$ cat src/rtl/fetch_ctrl_if.sv
// fetch_ctrl_if: IMEM request/ack bus and decoder presentation bus of fetch_ctrl.
// master = fetch_ctrl side, slave = IMEM / decoder side.
interface fetch_ctrl_if #(
   parameter int unsigned ADDR_WIDTH = 32,
   parameter int unsigned DATA_WIDTH = 32
);
   logic                  fetch_en_i;
   logic                  imem_req_o;
   logic [ADDR_WIDTH-1:0] imem_addr_o;
   logic                  imem_ack_i;
   logic [DATA_WIDTH-1:0] imem_rdata_i;
   logic                  instr_valid_o;
   logic [DATA_WIDTH-1:0] instr_rdata_o;
   logic [ADDR_WIDTH-1:0] instr_addr_o;
   logic                  instr_ready_i;
   logic                  valid_pc_i;
   logic                  timeout_o;

   modport master (
      input  fetch_en_i,
      input  imem_ack_i,
      input  imem_rdata_i,
      input  instr_ready_i,
      input  valid_pc_i,
      output imem_req_o,
      output imem_addr_o,
      output instr_valid_o,
      output instr_rdata_o,
      output instr_addr_o,
      output timeout_o
   );

   modport slave (
      output fetch_en_i,
      output imem_ack_i,
      output imem_rdata_i,
      output instr_ready_i,
      output valid_pc_i,
      input  imem_req_o,
      input  imem_addr_o,
      input  instr_valid_o,
      input  instr_rdata_o,
      input  instr_addr_o,
      input  timeout_o
   );
endinterface

$ cat src/rtl/fetch_ctrl.sv
// fetch_ctrl: PC owner and IMEM fetch sequencer (IDLE -> REQ -> HOLD) feeding the decoder.
// Ports: clk_i, arst_i (async, active high); bus (fetch_ctrl_if.master):
//   fetch_en_i, imem_req_o/addr_o/ack_i/rdata_i, instr_valid_o/rdata_o/addr_o,
//   instr_ready_i, valid_pc_i, timeout_o (sticky until reset).
// Option macro FETCH_LINE_BUF_EN: serve the upper half of a buffered word
//   without a new IMEM request.
module fetch_ctrl #(
   parameter int unsigned          ADDR_WIDTH  = 32,
   parameter int unsigned          DATA_WIDTH  = 32,
   parameter logic [ADDR_WIDTH-1:0] BOOT_ADDR  = '0,
   parameter int unsigned          ACK_TIMEOUT = 16
) (
   input logic          clk_i,
   input logic          arst_i,
   fetch_ctrl_if.master bus
);

   localparam int unsigned CNT_W =
      (ACK_TIMEOUT > 1) ? $clog2(ACK_TIMEOUT) : 1;
   localparam logic [CNT_W-1:0] CNT_MAX = CNT_W'(ACK_TIMEOUT - 1);

   typedef enum logic [1:0] {
      S_IDLE,
      S_REQ,
      S_HOLD
   } state_e;

   state_e                state_q, state_d;
   logic [ADDR_WIDTH-1:0] pc_q, pc_d;
   logic [ADDR_WIDTH-1:0] pc_inc;
   logic [DATA_WIDTH-1:0] buf_q, buf_d;
   logic [CNT_W-1:0]      cnt_q, cnt_d;
   logic                  tmo_q, tmo_d;
   logic                  reuse;

   // pc arithmetic wraps modulo 2^ADDR_WIDTH
   assign pc_inc = pc_q + ADDR_WIDTH'(2);

`ifdef FETCH_LINE_BUF_EN
   // lower half just accepted: the upper half is already in buf_q
   assign reuse = bus.valid_pc_i & ~pc_q[1] & bus.fetch_en_i;
`else
   assign reuse = 1'b0;
`endif

   always_comb begin
      state_d = state_q;
      pc_d    = pc_q;
      buf_d   = buf_q;
      cnt_d   = cnt_q;
      tmo_d   = tmo_q;
      unique case (state_q)
         S_IDLE: begin
            if (bus.fetch_en_i) begin
               state_d = S_REQ;
            end
         end
         S_REQ: begin
            if (bus.imem_ack_i) begin
               buf_d   = bus.imem_rdata_i;
               cnt_d   = '0;
               state_d = S_HOLD;
            end else if (cnt_q == CNT_MAX) begin
               tmo_d   = 1'b1;
               pc_d    = BOOT_ADDR;
               cnt_d   = '0;
               state_d = S_IDLE;
            end else begin
               cnt_d = cnt_q + 1'b1;
            end
         end
         S_HOLD: begin
            if (bus.instr_ready_i) begin
               pc_d = bus.valid_pc_i ? pc_inc : BOOT_ADDR;
               if (reuse) begin
                  state_d = S_HOLD;
               end else if (bus.fetch_en_i) begin
                  state_d = S_REQ;
               end else begin
                  state_d = S_IDLE;
               end
            end
         end
         default: begin
            state_d = S_IDLE;
         end
      endcase
   end

   always_ff @(posedge clk_i or posedge arst_i) begin
      if (arst_i) begin
         state_q <= S_IDLE;
         pc_q    <= BOOT_ADDR;
         buf_q   <= '0;
         cnt_q   <= '0;
         tmo_q   <= 1'b0;
      end else begin
         state_q <= state_d;
         pc_q    <= pc_d;
         buf_q   <= buf_d;
         cnt_q   <= cnt_d;
         tmo_q   <= tmo_d;
      end
   end

   assign bus.imem_req_o    = (state_q == S_REQ);
   assign bus.imem_addr_o   = pc_q;
   assign bus.instr_valid_o = (state_q == S_HOLD);
   assign bus.instr_rdata_o = buf_q;
   assign bus.instr_addr_o  = pc_q;
   assign bus.timeout_o     = tmo_q;

endmodule

$ cat src/flat_wrapper.sv
// flat-port wrapper written by rule: the top's interface ports become plain ports
module fetch_ctrl_flat 
#(
   parameter int unsigned          ADDR_WIDTH  = 32,
   parameter int unsigned          DATA_WIDTH  = 32,
   parameter logic [ADDR_WIDTH-1:0] BOOT_ADDR  = '0,
   parameter int unsigned          ACK_TIMEOUT = 16
)
  (clk_i, arst_i, bus_fetch_en_i, bus_imem_ack_i, bus_imem_rdata_i, bus_instr_ready_i, bus_valid_pc_i, bus_imem_req_o, bus_imem_addr_o, bus_instr_valid_o, bus_instr_rdata_o, bus_instr_addr_o, bus_timeout_o);
  fetch_ctrl_if #(.ADDR_WIDTH(ADDR_WIDTH), .DATA_WIDTH(DATA_WIDTH)) bus_i ();
  input logic clk_i;
  input logic arst_i;
  input wire logic [$bits(bus_i.fetch_en_i)-1:0] bus_fetch_en_i;
  input wire logic [$bits(bus_i.imem_ack_i)-1:0] bus_imem_ack_i;
  input wire logic [$bits(bus_i.imem_rdata_i)-1:0] bus_imem_rdata_i;
  input wire logic [$bits(bus_i.instr_ready_i)-1:0] bus_instr_ready_i;
  input wire logic [$bits(bus_i.valid_pc_i)-1:0] bus_valid_pc_i;
  output wire logic [$bits(bus_i.imem_req_o)-1:0] bus_imem_req_o;
  output wire logic [$bits(bus_i.imem_addr_o)-1:0] bus_imem_addr_o;
  output wire logic [$bits(bus_i.instr_valid_o)-1:0] bus_instr_valid_o;
  output wire logic [$bits(bus_i.instr_rdata_o)-1:0] bus_instr_rdata_o;
  output wire logic [$bits(bus_i.instr_addr_o)-1:0] bus_instr_addr_o;
  output wire logic [$bits(bus_i.timeout_o)-1:0] bus_timeout_o;
  assign bus_i.fetch_en_i = bus_fetch_en_i;
  assign bus_i.imem_ack_i = bus_imem_ack_i;
  assign bus_i.imem_rdata_i = bus_imem_rdata_i;
  assign bus_i.instr_ready_i = bus_instr_ready_i;
  assign bus_i.valid_pc_i = bus_valid_pc_i;
  assign bus_imem_req_o = bus_i.imem_req_o;
  assign bus_imem_addr_o = bus_i.imem_addr_o;
  assign bus_instr_valid_o = bus_i.instr_valid_o;
  assign bus_instr_rdata_o = bus_i.instr_rdata_o;
  assign bus_instr_addr_o = bus_i.instr_addr_o;
  assign bus_timeout_o = bus_i.timeout_o;
  fetch_ctrl #(.ADDR_WIDTH(ADDR_WIDTH), .DATA_WIDTH(DATA_WIDTH), .BOOT_ADDR(BOOT_ADDR), .ACK_TIMEOUT(ACK_TIMEOUT)) u_core (.clk_i(clk_i), .arst_i(arst_i), .bus(bus_i));
endmodule
$ cat config.mk
export PLATFORM = sky130hd
export DESIGN_NAME = fetch_ctrl_flat
export DESIGN_NICKNAME = d
export VERILOG_FILES = /design/src/rtl/fetch_ctrl_if.sv /design/src/rtl/fetch_ctrl.sv /design/src/flat_wrapper.sv
export SDC_FILE = /design/constraint.sdc
export NUM_CORES = 1
export LEC_CHECK = 0
export ABC_AREA = 1
export BUFFER_PORTS_ARGS = -buffer_cell sky130_fd_sc_hd__clkbuf_2
export CAP_MARGIN = 15
export CORE_MARGIN = 2
export CORE_UTILIZATION = 54
export DETAILED_ROUTE_END_ITERATION = 10
export PLACE_DENSITY = 0.86
export SKIP_CTS_REPAIR_TIMING = 1
export SLEW_MARGIN = 20
export SYNTH_ARGS = -nofsm -noshare
export SYNTH_HDL_FRONTEND = slang
export SYNTH_SLANG_ARGS = --single-unit
$ cat constraint.sdc
create_clock -name clk_i -period 3.75 [get_ports clk_i]
set_input_delay 0.5625 -clock clk_i [delete_from_list [all_inputs] [get_ports clk_i]]
set_output_delay 0.5625 -clock clk_i [all_outputs]
set_load 0.02 [all_outputs]
## Yosys cells after proc, flatten, opt, wreduce, memory -nomap -nowiden

Index checks and enable logic that the tools add are counted.
W data, S select, Z words.

- $add $sub $neg: 2
- Eq/ne operators: 8
- Muxes and demuxes: 13
- Bitwise gates (word level): 1
- Reduce and logical (&&, ||, !) cells: 6

Operators by type and width:

| cell | number |
|---|---|
| $mux W32 | 4 |
| $pmux W32 S2 | 1 |
| $add A32 B2 Y32 const B | 1 |
| $mux W2 | 4 |
| $mux W4 | 2 |
| $ne A2 B2 Y1 const B | 3 |
| $pmux W2 S3 | 1 |
| $reduce_and A3 Y1 | 2 |
| $add A4 B1 Y4 const B | 1 |
| $eq A4 B4 Y1 const B | 1 |
| $reduce_and A4 Y1 | 1 |
| $ne A3 B2 Y1 const B | 1 |
| $eq A2 B1 Y1 const B | 1 |
| $eq A2 B2 Y1 const B | 1 |
| $logic_not A2 Y1 | 1 |
| $ne A2 B1 Y1 const B | 1 |
| $reduce_and A2 Y1 | 1 |
| $reduce_bool A2 Y1 | 1 |
| $mux W1 | 1 |
| $not A1 Y1 | 1 |

- Register bits after elaboration: 71
- Bits of input ports: 38
- Output and inout port bits: 99
- Word-level logic and storage cells: 35

## Logic depth before layout (Yosys ltp)

Gate-level depths: netlist of run 1.

- Word-level depth: 4
- Mapped depth: 11
- Gate-level depth less buffers: 10

## Worst setup path before layout of run 1

No wires, ideal clock.

- Path type: register to register
- From: reg u_core.pc_q[1], in the netlist u_core.bus.imem_addr_o[1]
- To: reg u_core.pc_q[29], in the netlist u_core.bus.imem_addr_o[29]
- Setup time: 0.119 ns
- Data arrival time: 1.489 ns
- Data required time: 3.631 ns
- Slack: 2.143 ns
- Stages on the path, launching flop included: 9
- Path buffers: 0
- Clock period less this slack: 1.607 ns
- Cell sequence: dfrtp_1 > ha_1 > inv_1 > nor2_1 > nand3_1 > nor2_1 > nand2_2 > o21ai_1 > nor2_1

- Cells in the longest elaborated chain, start to end: 4

Ends and longest elaborated chain:

| element | line | source |
|---|---|---|
| start, declared | fetch_ctrl.sv:29 | `logic [ADDR_WIDTH-1:0] pc_q, pc_d;` |
| start signal, assigned | fetch_ctrl.sv:99 | `pc_q <= pc_d;` |
| $add A32 B2 Y32 | fetch_ctrl.sv:37 | `assign pc_inc = pc_q + ADDR_WIDTH'(2);` |
| $mux W32 | fetch_ctrl.sv:74 | `pc_d = bus.valid_pc_i ? pc_inc : BOOT_ADDR;` |
| $mux W32 | fetch_ctrl.sv:73 | `if (bus.instr_ready_i) begin` |
| $pmux W32 S2 | fetch_ctrl.sv:52 | `unique case (state_q)` |

No other way between the ends. The select of a mux whose other input is x is not followed.
A chain may end at the register's enable or synchronous reset.

## Final worst setup path of run 1

- From: reg u_core.state_q[0]
- To: reg u_core.pc_q[18], in the netlist u_core.bus.imem_addr_o[18]

- Cells in the longest elaborated chain, start to end: 3
- Elaborated cells on any way between the ends: 8
- Those cells by class: 5 x eq/ne; 1 x mux; 2 x reduce/logical

Ends and longest elaborated chain:

| element | line | source |
|---|---|---|
| start, declared | fetch_ctrl.sv:28 | `state_e state_q, state_d;` |
| start signal, assigned | fetch_ctrl.sv:98 | `state_q <= state_d;` |
| $eq A2 B1 Y1 / $eq A2 B2 Y1 (equally long branches) | fetch_ctrl.sv:52 |  |
| $ne A2 B1 Y1 (no source line), or another cell as far along | n/a |  |
| $reduce_and A4 Y1 (no source line) | n/a |  |

Several ways; a longest one is shown, not always the timed one.

==> results of run 1 <==
cell families after synthesis:
| family | Yosys count |
|---|---|
| DFF | 70 |
| xor gates and xnor gates | 9 |
| AOI/OAI and AO/OA | 26 |
| adders and majority gates | 3 |
| buffers and inverters | 98 |
| and+or+nand+nor | 308 |
| other | 1 |
where the power goes:
| group | switching (mW) | leakage [nW] | total (mW) | internal [mW] |
|---|---|---|---|---|
| Clock | 0.284 | 0.116 | 0.695 | 0.411 |
| Combinational | 0.765 | 1.54 | 1.10 | 0.330 |
| Sequential | 0.146 | 0.919 | 1.10 | 0.954 |
| Total | 1.19 | 2.58 | 2.89 | 1.69 |
synthesized netlist by cell type (all sizes together):
| cell | n | area share |
|---|---|---|
| o31ai | 1 | 0.0020 |
| dfrtp | 70 | 0.46 |
| ha | 3 | 0.0098 |
| conb | 1 | 0.00098 |
| o21ai | 18 | 0.024 |
| nand3b | 1 | 0.0020 |
| buf | 40 | 0.079 |
| clkbuf | 3 | 0.0029 |
| xor2 | 9 | 0.021 |
| o21a | 1 | 0.0020 |
| nor3 | 3 | 0.0039 |
| nor2 | 64 | 0.070 |
| or2 | 1 | 0.0016 |
| inv | 55 | 0.054 |
| nand3 | 28 | 0.038 |
| a22o | 1 | 0.0023 |
| nand2 | 201 | 0.20 |
| a22oi | 1 | 0.0033 |
| nand4 | 10 | 0.020 |
| a21oi | 4 | 0.0052 |
flip-flops by register name (all words and copies together) (netlist names):
register / cells
u_core.bus.imem_addr_o: 31
u_core.bus.instr_rdata_o: 32
u_core.state_q: 2
u_core.bus.timeout_o: 1
u_core.cnt_q: 4
final cells by class:
type / count / area, sq um / area share
clock buffer: 11 / 151 / 0.0332
clock inverter: 5 / 81.3 / 0.0178
inverter: 55 / 206 / 0.0453
multi-input combinational: 348 / 1560 / 0.341
sequential: 70 / 1750 / 0.384
tap: 96 / 120 / 0.0263
timing repair buffer: 137 / 693 / 0.152
path summary, 6_finish.rpt:
check	from	end	slack [ns]	depth (start not counted)
setup reg to reg	u_core.state_q[0]	u_core.bus.imem_addr_o[18]	1.66	9
hold reg to reg	u_core.bus.timeout_o	u_core.bus.timeout_o	0.49	2
hold / removal	arst_i	u_core.cnt_q[1]	0.33	2
min in group clk_i	bus_imem_rdata_i[12]	u_core.bus.instr_rdata_o[12]	0.41	3
max in group asynchronous	arst_i	u_core.bus.instr_rdata_o[13]	2.49	3
setup / recovery	u_core.state_q[0]	u_core.bus.imem_addr_o[18]	1.66	9
metal layers:
| layer | GRT usage | routed length, um | vias up |
|---|---|---|---|
| li1 | - | - | 1761 |
| met1 | 0.308 | 3880 | 1682 |
| met2 | 0.410 | 4330 | 165 |
| met3 | 0.0660 | 675 | 22 |
| met4 | 0.0923 | 165 | 0 |
| met5 | 0 | 0 | - |
metrics by stage:
| stage | total power [mW] | worst slack, ns | utilization |
|---|---|---|---|
| 6_report | 2.89 | 1.66 | 0.668 |
| 5_1_grt | 3.07 | 1.47 | 0.668 |
| 4_1_cts | 2.91 | 1.66 | 0.668 |
| 3_5_place_dp | 2.21 | 1.58 | 0.634 |
| 3_3_place_gp | 2.17 | 1.63 | 0.634 |
| 2_1_floorplan | 1.90 | 1.42 | - |
critical path, stage by stage (launching register included):
cell,delay (ns)
sky130_fd_sc_hd__dfrtp_1,0.44
sky130_fd_sc_hd__inv_2,0.11
sky130_fd_sc_hd__nor2_4,0.05
sky130_fd_sc_hd__nand2_4,0.28
sky130_fd_sc_hd__nand2_2,0.11
sky130_fd_sc_hd__nor2_4,0.31
sky130_fd_sc_hd__buf_4,0.30
sky130_fd_sc_hd__nand2_1,0.10
sky130_fd_sc_hd__o21ai_0,0.18
sky130_fd_sc_hd__nor2_1,0.06
==> flow_metrics.tcl, run 1 <==
set metrics [dict create \
    synth.distinct_cells 31 \
    postSynthCellCount 515 \
    dp_cell_count 706 \
    critPathRequiredTime_ns 3.97 \
    setup_violations 0 \
    cts_tree "yes" \
    cts_buffers 9 \
    post_synth_simple_gate_area 0.336 \
    synth-compound-area-share 0.0383 \
    post_synth_xor_area_fraction 0.0206 \
    fin_crit_sh 0.557 \
    globalRouteOverflowTotal 0 \
    detail_route.wirelength_um 9050 \
    most-common-layout-cells "sky130_fd_sc_hd__nand2_1, sky130_fd_sc_hd__clkbuf_2, sky130_fd_sc_hd__dfrtp_1" \
    synth_top_family_by_area "simple AND/OR/NAND/NOR gates" \
    post-route-cell-area_sq_mm 0.00456 \
    max_clock_freq_mhz 479 \
    start_kind "flop" \
    finalWeightedCongestion 0.914 \
    vdd.ir_drop.worst_mv 0.511 \
    setup-tns-final_ns 0 \
    synth_fa_ha_area_frac 0.00981 \
    core_area_sq_mm 0.00683 \
    first_global_vias 3374 \
    clock-skew-final_ns 0.00892 \
    viasPerCell 5.03 \
    io_buffers 134 \
    synthesis.yosys.warnings 0 \
    path_clk_slew_ns 0.08 \
    final-max-slew-violation-count 0 \
    power_per_standard_cell_area_mw_per_mm2 634 \
    area_delta_synth_final_pct 19.2 \
    number_of_storage_elements_in_the_synthesis_netlist 70 \
    floorplan.io_pins 137 \
    static-leakage-power_nw 2.58 \
    ctsHtreeMaxLevel 3 \
    drt_pre_antenna_iters 5 \
    floorplan.die_area_sq_mm 0.00777 \
    grt_max_degree 38 \
    post_drt_wl_per_cell_um 12.5 \
    route.vias.total 3630 \
    synth_area_sq_mm 0.00383 \
    die_width_um 88.2 \
    die_h_um 88.2 \
    worst_slew_pin_slew_ns 0.867 \
    final_net_count 662 \
    placed_cell_area_sq_mm 0.00433 \
    layout_commonest_cell "sky130_fd_sc_hd__nand2_1" \
    post_layout_nonfiller_instances 722 \
    layout_min_cycle_time_ns 2.09 \
    wire_length_of_the_first_global_routing_pass_um 15000 \
    post_synth_mux_area_share 0 \
    antenna_found_initial 0 \
    maxCapViolations 0 \
    synth-seq-area-share 0.458 \
    worst_hold_slack_ns 0.329 \
    critPathCaptureType "flop" \
    worstPathMaxFanout 36 \
    synthesis.area_per_instance_sq_um 7.43 \
    ratio_of_cells_with_drive_above_1_in_the_final_layout 0.275 \
    drtAntennaViolNets 0 \
    drtIter0Drc 199 \
    insertedDiodeCount 0 \
    slew-limit-headroom 0.421 \
    worst_hold_path_type "in2async" \
    n_fill_cell 609 \
    num_rows 30 \
    outcome "finished, final reports clean" \
    initial_core_util 0.560 \
    clock_tree.root_cell "sky130_fd_sc_hd__clkbuf_8" \
    clock-sinks 70 \
    global_route.usage.total 0.246 \
    drc 0 \
    hold_viol 0 \
    path_class "reg2reg" \
    max-clock-path-buffers 2 \
    worst_ep_arrival_time_ns 2.31 \
    rsz0062_at_grt "false" \
    clkLatencyLatePin_ns 0.34 \
    detailed_place_hpwl_um 6900 \
]
Power figures use the tool's default switching activity.
==> run 2, diff against run 1 <==
--- a/config.mk
+++ b/config.mk
@@ -9,9 +9,9 @@
 export BUFFER_PORTS_ARGS = -buffer_cell sky130_fd_sc_hd__clkbuf_2
 export CAP_MARGIN = 15
 export CORE_MARGIN = 2
-export CORE_UTILIZATION = 54
+export CORE_UTILIZATION = 50
 export DETAILED_ROUTE_END_ITERATION = 10
-export PLACE_DENSITY = 0.86
+export PLACE_DENSITY = 0.8
 export SKIP_CTS_REPAIR_TIMING = 1
 export SLEW_MARGIN = 20
 export SYNTH_ARGS = -nofsm -noshare
==> constraint.sdc (replaced) <==
create_clock -name clk_i -period 2 [get_ports clk_i]
set_input_delay 0.3 -clock clk_i [delete_from_list [all_inputs] [get_ports clk_i]]
set_output_delay 0.3 -clock clk_i [all_outputs]
set_load 0.02 [all_outputs]
==> run 2 against run 1 <==
Compared with the run above: die area is 7.6% higher; final cell count is 0.97% higher; largest cell class unchanged; largest power group is now combinational cells; maximum frequency increased by 17%.
==> flow_metrics.tcl, run 2 (synthesis results as in run 1) <==
set metrics [dict create \
    detail_route.wirelength_um 9110 \
    vdd.ir_drop.worst_mv 0.841 \
    die_h_um 91.5 \
    post_drt_wl_per_cell_um 12.5 \
    most-common-layout-cells "sky130_fd_sc_hd__nand2_1, sky130_fd_sc_hd__clkbuf_2, sky130_fd_sc_hd__dfrtp_1" \
    num_rows 31 \
    grt_max_degree 71 \
    worst_ep_arrival_time_ns 2.06 \
    io_buffers 134 \
    worstPathMaxFanout 7 \
    cts_tree "yes" \
    clock-sinks 70 \
    globalRouteOverflowTotal 0 \
    initial_core_util 0.522 \
    insertedDiodeCount 0 \
    reg_to_reg_start "u_core.bus.imem_addr_o[1]" \
    cts_buffers 9 \
    critPathRequiredTime_ns 2.28 \
    power_per_standard_cell_area_mw_per_mm2 1160 \
    layout_min_cycle_time_ns 1.78 \
    max_clock_freq_mhz 561 \
    start_kind "flop" \
    critPathCaptureType "flop" \
    setup_violations 0 \
    route.vias.total 3558 \
    ctsHtreeMaxLevel 3 \
    wire_length_of_the_first_global_routing_pass_um 15400 \
    path_clk_slew_ns 0.07 \
    static-leakage-power_nw 2.59 \
    clock_tree.root_cell "sky130_fd_sc_hd__clkbuf_8" \
    drtIter0Drc 208 \
    viasPerCell 4.88 \
    area_delta_synth_final_pct 19.9 \
    fin_crit_sh 0.891 \
    final-max-slew-violation-count 0 \
    worst_r2r_path_depth 8 \
    layout_commonest_cell "sky130_fd_sc_hd__nand2_1" \
    core_area_sq_mm 0.00733 \
    first_global_vias 3372 \
    clock-skew-final_ns 0.00739 \
    antenna_found_initial 0 \
    setup.reg_to_reg.worst_slack_ns 0.22 \
    setup-tns-final_ns 0 \
    n_fill_cell 676 \
    worst_hold_path_type "in2async" \
    rsz0062_at_grt "false" \
    outcome "finished, final reports clean" \
    final_net_count 666 \
    finalWeightedCongestion 0.914 \
    hold_viol 0 \
    global_route.usage.total 0.228 \
    floorplan.die_area_sq_mm 0.00837 \
    drt_pre_antenna_iters 5 \
    drtAntennaViolNets 0 \
    drc 0 \
    clkLatencyLatePin_ns 0.35 \
    maxCapViolations 0 \
    max-clock-path-buffers 2 \
    detailed_place_hpwl_um 6850 \
    worst_r2r_endpoint "u_core.bus.imem_addr_o[21]" \
    floorplan.io_pins 137 \
    largest_register_ffs 32 \
    dp_cell_count 713 \
    post_layout_nonfiller_instances 729 \
    die_width_um 91.5 \
    path_class "reg2reg" \
    ratio_of_cells_with_drive_above_1_in_the_final_layout 0.279 \
]
run 2: worst max path at each step:
stage | start | cells after the start | end | slack [ns]
after floorplan | u_core.bus.imem_addr_o[1] | 8 | u_core.bus.imem_addr_o[29] | 0.39
after global placement | u_core.bus.imem_addr_o[1] | 8 | u_core.bus.imem_addr_o[21] | 0.27
after detailed placement | u_core.bus.imem_addr_o[1] | 9 | u_core.bus.imem_addr_o[29] | 0.30
after CTS | u_core.bus.imem_addr_o[1] | 8 | u_core.bus.imem_addr_o[21] | 0.24
after global routing | u_core.bus.imem_addr_o[1] | 8 | u_core.bus.imem_addr_o[21] | 0.1
final | u_core.bus.imem_addr_o[1] | 8 | u_core.bus.imem_addr_o[21] | 0.22
run 2: final cells by class:
| class | instances | area (sq um) | share of cell area |
|---|---|---|---|
| repair buffers | 141 | 748 | 0.163 |
| well taps | 99 | 124 | 0.0270 |
| clock buffers | 10 | 138 | 0.0300 |
| flip-flops and latches | 70 | 1750 | 0.382 |
| multi-input cells | 348 | 1560 | 0.339 |
| inverters | 55 | 210 | 0.0458 |
| clock inverters | 6 | 61.3 | 0.0134 |
run 2: report_power, final:
group / switching (mW) / total (mW) / internal (mW) / leakage (nW)
logic: 1.43 / 2.12 / 0.687 / 1.57
clock network: 0.551 / 1.16 / 0.605 / 0.102
registers: 0.272 / 2.06 / 1.79 / 0.919
run 2: critical path, stage by stage, from the launching register on:
cell	delay [ns]
sky130_fd_sc_hd__dfrtp_1	0.46
sky130_fd_sc_hd__ha_1	0.26
sky130_fd_sc_hd__inv_1	0.05
sky130_fd_sc_hd__nor2_1	0.26
sky130_fd_sc_hd__nand3_1	0.20
sky130_fd_sc_hd__nor2_1	0.15
sky130_fd_sc_hd__nand2_2	0.09
sky130_fd_sc_hd__xor2_1	0.14
sky130_fd_sc_hd__nor2_1	0.11
run 2: metal layers:
metal	GRT usage	vias to the layer above	wire length [um]
met4	0.0758	0	143
li1	-	1764	-
met2	0.379	159	4400
met1	0.287	1618	3730
met5	0	-	0
met3	0.0622	17	838
run 2: metrics by stage:
step / hold slack [ns] / total power [mW] / cell area, sq um / setup WS [ns] / util
after floorplan: 0.398 / 3.56 / 3830 / 0.393 / -
after global placement: 0.414 / 4.14 / 4390 / 0.271 / 0.599
after detailed placement: 0.417 / 4.22 / 4390 / 0.300 / 0.599
after CTS: 0.0404 / 5.38 / 4590 / 0.243 / 0.626
after global routing: 0.0668 / 5.70 / 4590 / 0.0963 / 0.626
final: 0.0198 / 5.33 / 4590 / 0.218 / 0.626
==> run 3, diff against run 2 <==
--- a/config.mk
+++ b/config.mk
@@ -5,11 +5,11 @@
 export SDC_FILE = /design/constraint.sdc
 export NUM_CORES = 1
 export LEC_CHECK = 0
-export ABC_AREA = 1
+export ABC_AREA = 0
 export BUFFER_PORTS_ARGS = -buffer_cell sky130_fd_sc_hd__clkbuf_2
 export CAP_MARGIN = 15
 export CORE_MARGIN = 2
-export CORE_UTILIZATION = 50
+export CORE_UTILIZATION = 49
 export DETAILED_ROUTE_END_ITERATION = 10
 export PLACE_DENSITY = 0.8
 export SKIP_CTS_REPAIR_TIMING = 1
==> run 3 against run 2 <==
Compared with the run above: sequential cell count unchanged; via count down 15%; sequential power hardly changed; global-route usage fell by 0.20 points; core utilization rose by 2.1 points; clock power barely moved; clock skew decreased by 0.0021 ns; combinational power shrank 14%; first-iteration DRC count down 5.3%; hold slack improved by 0.0047 ns; die area shrank 6.2%; total power is 5.5% lower; critical endpoint is now u_core.bus.imem_addr_o[27].
==> flow_metrics.tcl, run 3 <==
set metrics [dict create \
    yosysTopAreaCell "sky130_fd_sc_hd__dfrtp_1" \
    critPathCaptureType "flop" \
    worst_path_dominant_cell_family "compound AO/OA/AOI/OAI gates" \
    drtAntennaViolNets 0 \
    worst_hold_path_type "in2async" \
    drtIter0Drc 197 \
    critPathSlowestCell "sky130_fd_sc_hd__dfrtp_1" \
    placed_cell_area_sq_mm 0.00422 \
    path_class "reg2reg" \
    first_global_vias 2918 \
    insertedDiodeCount 0 \
    ctsHtreeMaxLevel 3 \
    synthesis.yosys.warnings 0 \
    route.vias.total 3014 \
    detailed_place_hpwl_um 6110 \
    final_net_count 496 \
    fin_crit_sh 0.938 \
    area_delta_synth_final_pct 26.7 \
    ratio_of_cells_with_drive_above_1_in_the_final_layout 0.472 \
    antenna_found_initial 0 \
    cp.depth 7 \
    cell_with_the_most_instances_after_synthesis "sky130_fd_sc_hd__dfrtp_1" \
    critPathRequiredTime_ns 2.23 \
    drt_pre_antenna_iters 5 \
    synthTopCellsByArea "sky130_fd_sc_hd__dfrtp_1, sky130_fd_sc_hd__mux2_2, sky130_fd_sc_hd__buf_4" \
    clock-skew-final_ns 0.00528 \
    cts_buffers 9 \
    maxCapViolations 0 \
    power_per_standard_cell_area_mw_per_mm2 1130 \
    worst_r2r_path_depth 7 \
    synth-seq-area-share 0.500 \
    die_width_um 88.6 \
    clkLatencyLatePin_ns 0.35 \
    cts_tree "yes" \
    viasPerCell 5.42 \
    post_drt_wl_per_cell_um 14.9 \
    initial_core_util 0.510 \
    worst_ep_arrival_time_ns 2.11 \
    setup_violations 0 \
    synth_area_sq_mm 0.00351 \
    pwr-share-comb 0.361 \
    number_of_storage_elements_in_the_synthesis_netlist 70 \
    pwr-share-seq 0.413 \
    globalRouteOverflowTotal 0 \
    layout_commonest_cell "sky130_fd_sc_hd__clkbuf_2" \
    die_h_um 88.6 \
    async_set_or_reset_register_ratio_after_synthesis 1.00 \
    clock-sinks 70 \
    cp_num_buf_inv 1 \
    setup-tns-final_ns 0 \
    start_kind "flop" \
    path_clk_slew_ns 0.07 \
    final-max-slew-violation-count 0 \
    n_fill_cell 563 \
    io_buffers 134 \
    layout_min_cycle_time_ns 1.88 \
    drc 0 \
    global_route.usage.total 0.226 \
    synthesis.area_per_instance_sq_um 10.8 \
    finalWeightedCongestion 0.887 \
    cell_internal_pwr_mw 3.18 \
    clock_power_share 0.226 \
    largest_register_ffs 32 \
    rsz0062_at_grt "false" \
    swShare 0.369 \
    num_rows 30 \
    yosys-top-cells-count "sky130_fd_sc_hd__dfrtp_1, sky130_fd_sc_hd__o21ai_0, sky130_fd_sc_hd__buf_4" \
    number_of_flops_mapped_to_enable_cells_by_yosys 0 \
    cp_cell_sequence "ha_1, and3_1, a21boi_2, buf_4, nor4_1, a32oi_1, nand2_1" \
    postSynth.topFlopCell "sky130_fd_sc_hd__dfrtp_1" \
    max_stage_delay_ns 0.41 \
    static-leakage-power_nw 2.30 \
    grt_max_degree 71 \
    worstPathMaxFanout 17 \
    finalCoreUtilization 0.647 \
    floorplan.io_pins 137 \
    outcome "finished, final reports clean" \
    max-clock-path-buffers 2 \
    post-route-cell-area_sq_mm 0.00444 \
    synth.distinct_cells 42 \
    hold_viol 0 \
    detail_route.wirelength_um 8270 \
    core_area_sq_mm 0.00687 \
    clock_tree.root_cell "sky130_fd_sc_hd__clkbuf_8" \
    floorplan.die_area_sq_mm 0.00785 \
    net-switching-power_mw 1.86 \
    max_clock_freq_mhz 533 \
    vdd.ir_drop.worst_mv 1.05 \
    most-common-layout-cells "sky130_fd_sc_hd__clkbuf_2, sky130_fd_sc_hd__dfrtp_1, sky130_fd_sc_hd__o21ai_0" \
    postSynthCellCount 326 \
    synth.top_cell.area_share 0.500 \
    wire_length_of_the_first_global_routing_pass_um 13700 \
]
## run 3: cell types whose count changed after synthesis, sizes merged, moves of 12 or more
cell	before	now
nor2	64	15
nand3	28	5
mux2	0	32
nand2	201	29
o21ai	18	34
nand4	10	22
inv	55	6
## run 3: layout make-up
cell class                 count  area [sq um]  area share
clock buffer                  10           138      0.0310
clock inverter                 6          61.3      0.0138
inverter                       6          26.3     0.00591
multi-input combinational    210          1470       0.331
sequential                    70          1750       0.394
tap                           96           120      0.0270
timing repair buffer         158           876       0.197
## run 3: power by group through the flow
| stage | Combinational [mW] | Sequential (mW) | Clock (mW) |
|---|---|---|---|
| after global routing | 1.97 | 2.14 | 1.22 |
| after CTS | 1.84 | 2.08 | 1.16 |
| after floorplan | 0.742 | 2.51 | 0 |
| after detailed placement | 1.84 | 2.10 | 0 |
| final | 1.82 | 2.08 | 1.14 |
| after global placement | 1.78 | 2.07 | 0 |
## run 3: tightest hold or removal path, cell delays in order
cell and delay (ns):
sky130_fd_sc_hd__clkbuf_2 0.10, sky130_fd_sc_hd__clkinvlp_4 0.07, sky130_fd_sc_hd__buf_12 0.31
## run 3: logic make-up (layout without fill, tap and decap cells)
logic type	count (synthesis)	in the layout	synth area share
flip-flops	70	70	0.500
AO/OA/AOI/OAI	65	65	0.111
multiplexers	33	33	0.106
adder cells (fa/ha/maj)	3	3	0.0107
other	1	2	0.00107
buffers and inverters	47	180	0.0871
AND/OR/NAND/NOR	99	99	0.165
XOR/XNOR	8	8	0.0200
## run 3: metrics by stage
step | hold WS, ns | cells | power [mW] | setup slack (ns)
after global placement | 0.411 | 539 | 3.85 | 0.148
after detailed placement | 0.416 | 539 | 3.94 | 0.0748
after global routing | 0.0690 | 556 | 5.33 | 0.0253
after CTS | 0.0357 | 555 | 5.08 | 0.0527
final | 0.0244 | 556 | 5.04 | 0.124
after floorplan | 0.408 | 327 | 3.25 | 0.0798
## run 3: final timing paths
kind	start	endpoint	slack (ns)
max	u_core.cnt_q[0]	u_core.bus.imem_addr_o[27]	0.12
min	arst_i	u_core.bus.instr_rdata_o[15]	0.02
max reg2reg	u_core.cnt_q[0]	u_core.bus.imem_addr_o[27]	0.12
min reg2reg	u_core.cnt_q[1]	u_core.cnt_q[1]	0.50
max in group asynchronous	arst_i	u_core.bus.instr_rdata_o[1]	1.68
min in group clk_i	bus_imem_rdata_i[4]	u_core.bus.instr_rdata_o[4]	0.18
## run 3: layer usage
metal / vias to the layer above / GRT usage / part of all wire
li1: 1409 / - / -
met1: 1434 / 0.292 / 0.41
met2: 161 / 0.353 / 0.48
met3: 10 / 0.0896 / 0.096
met4: 0 / 0.0689 / 0.011
met5: - / 0 / 0
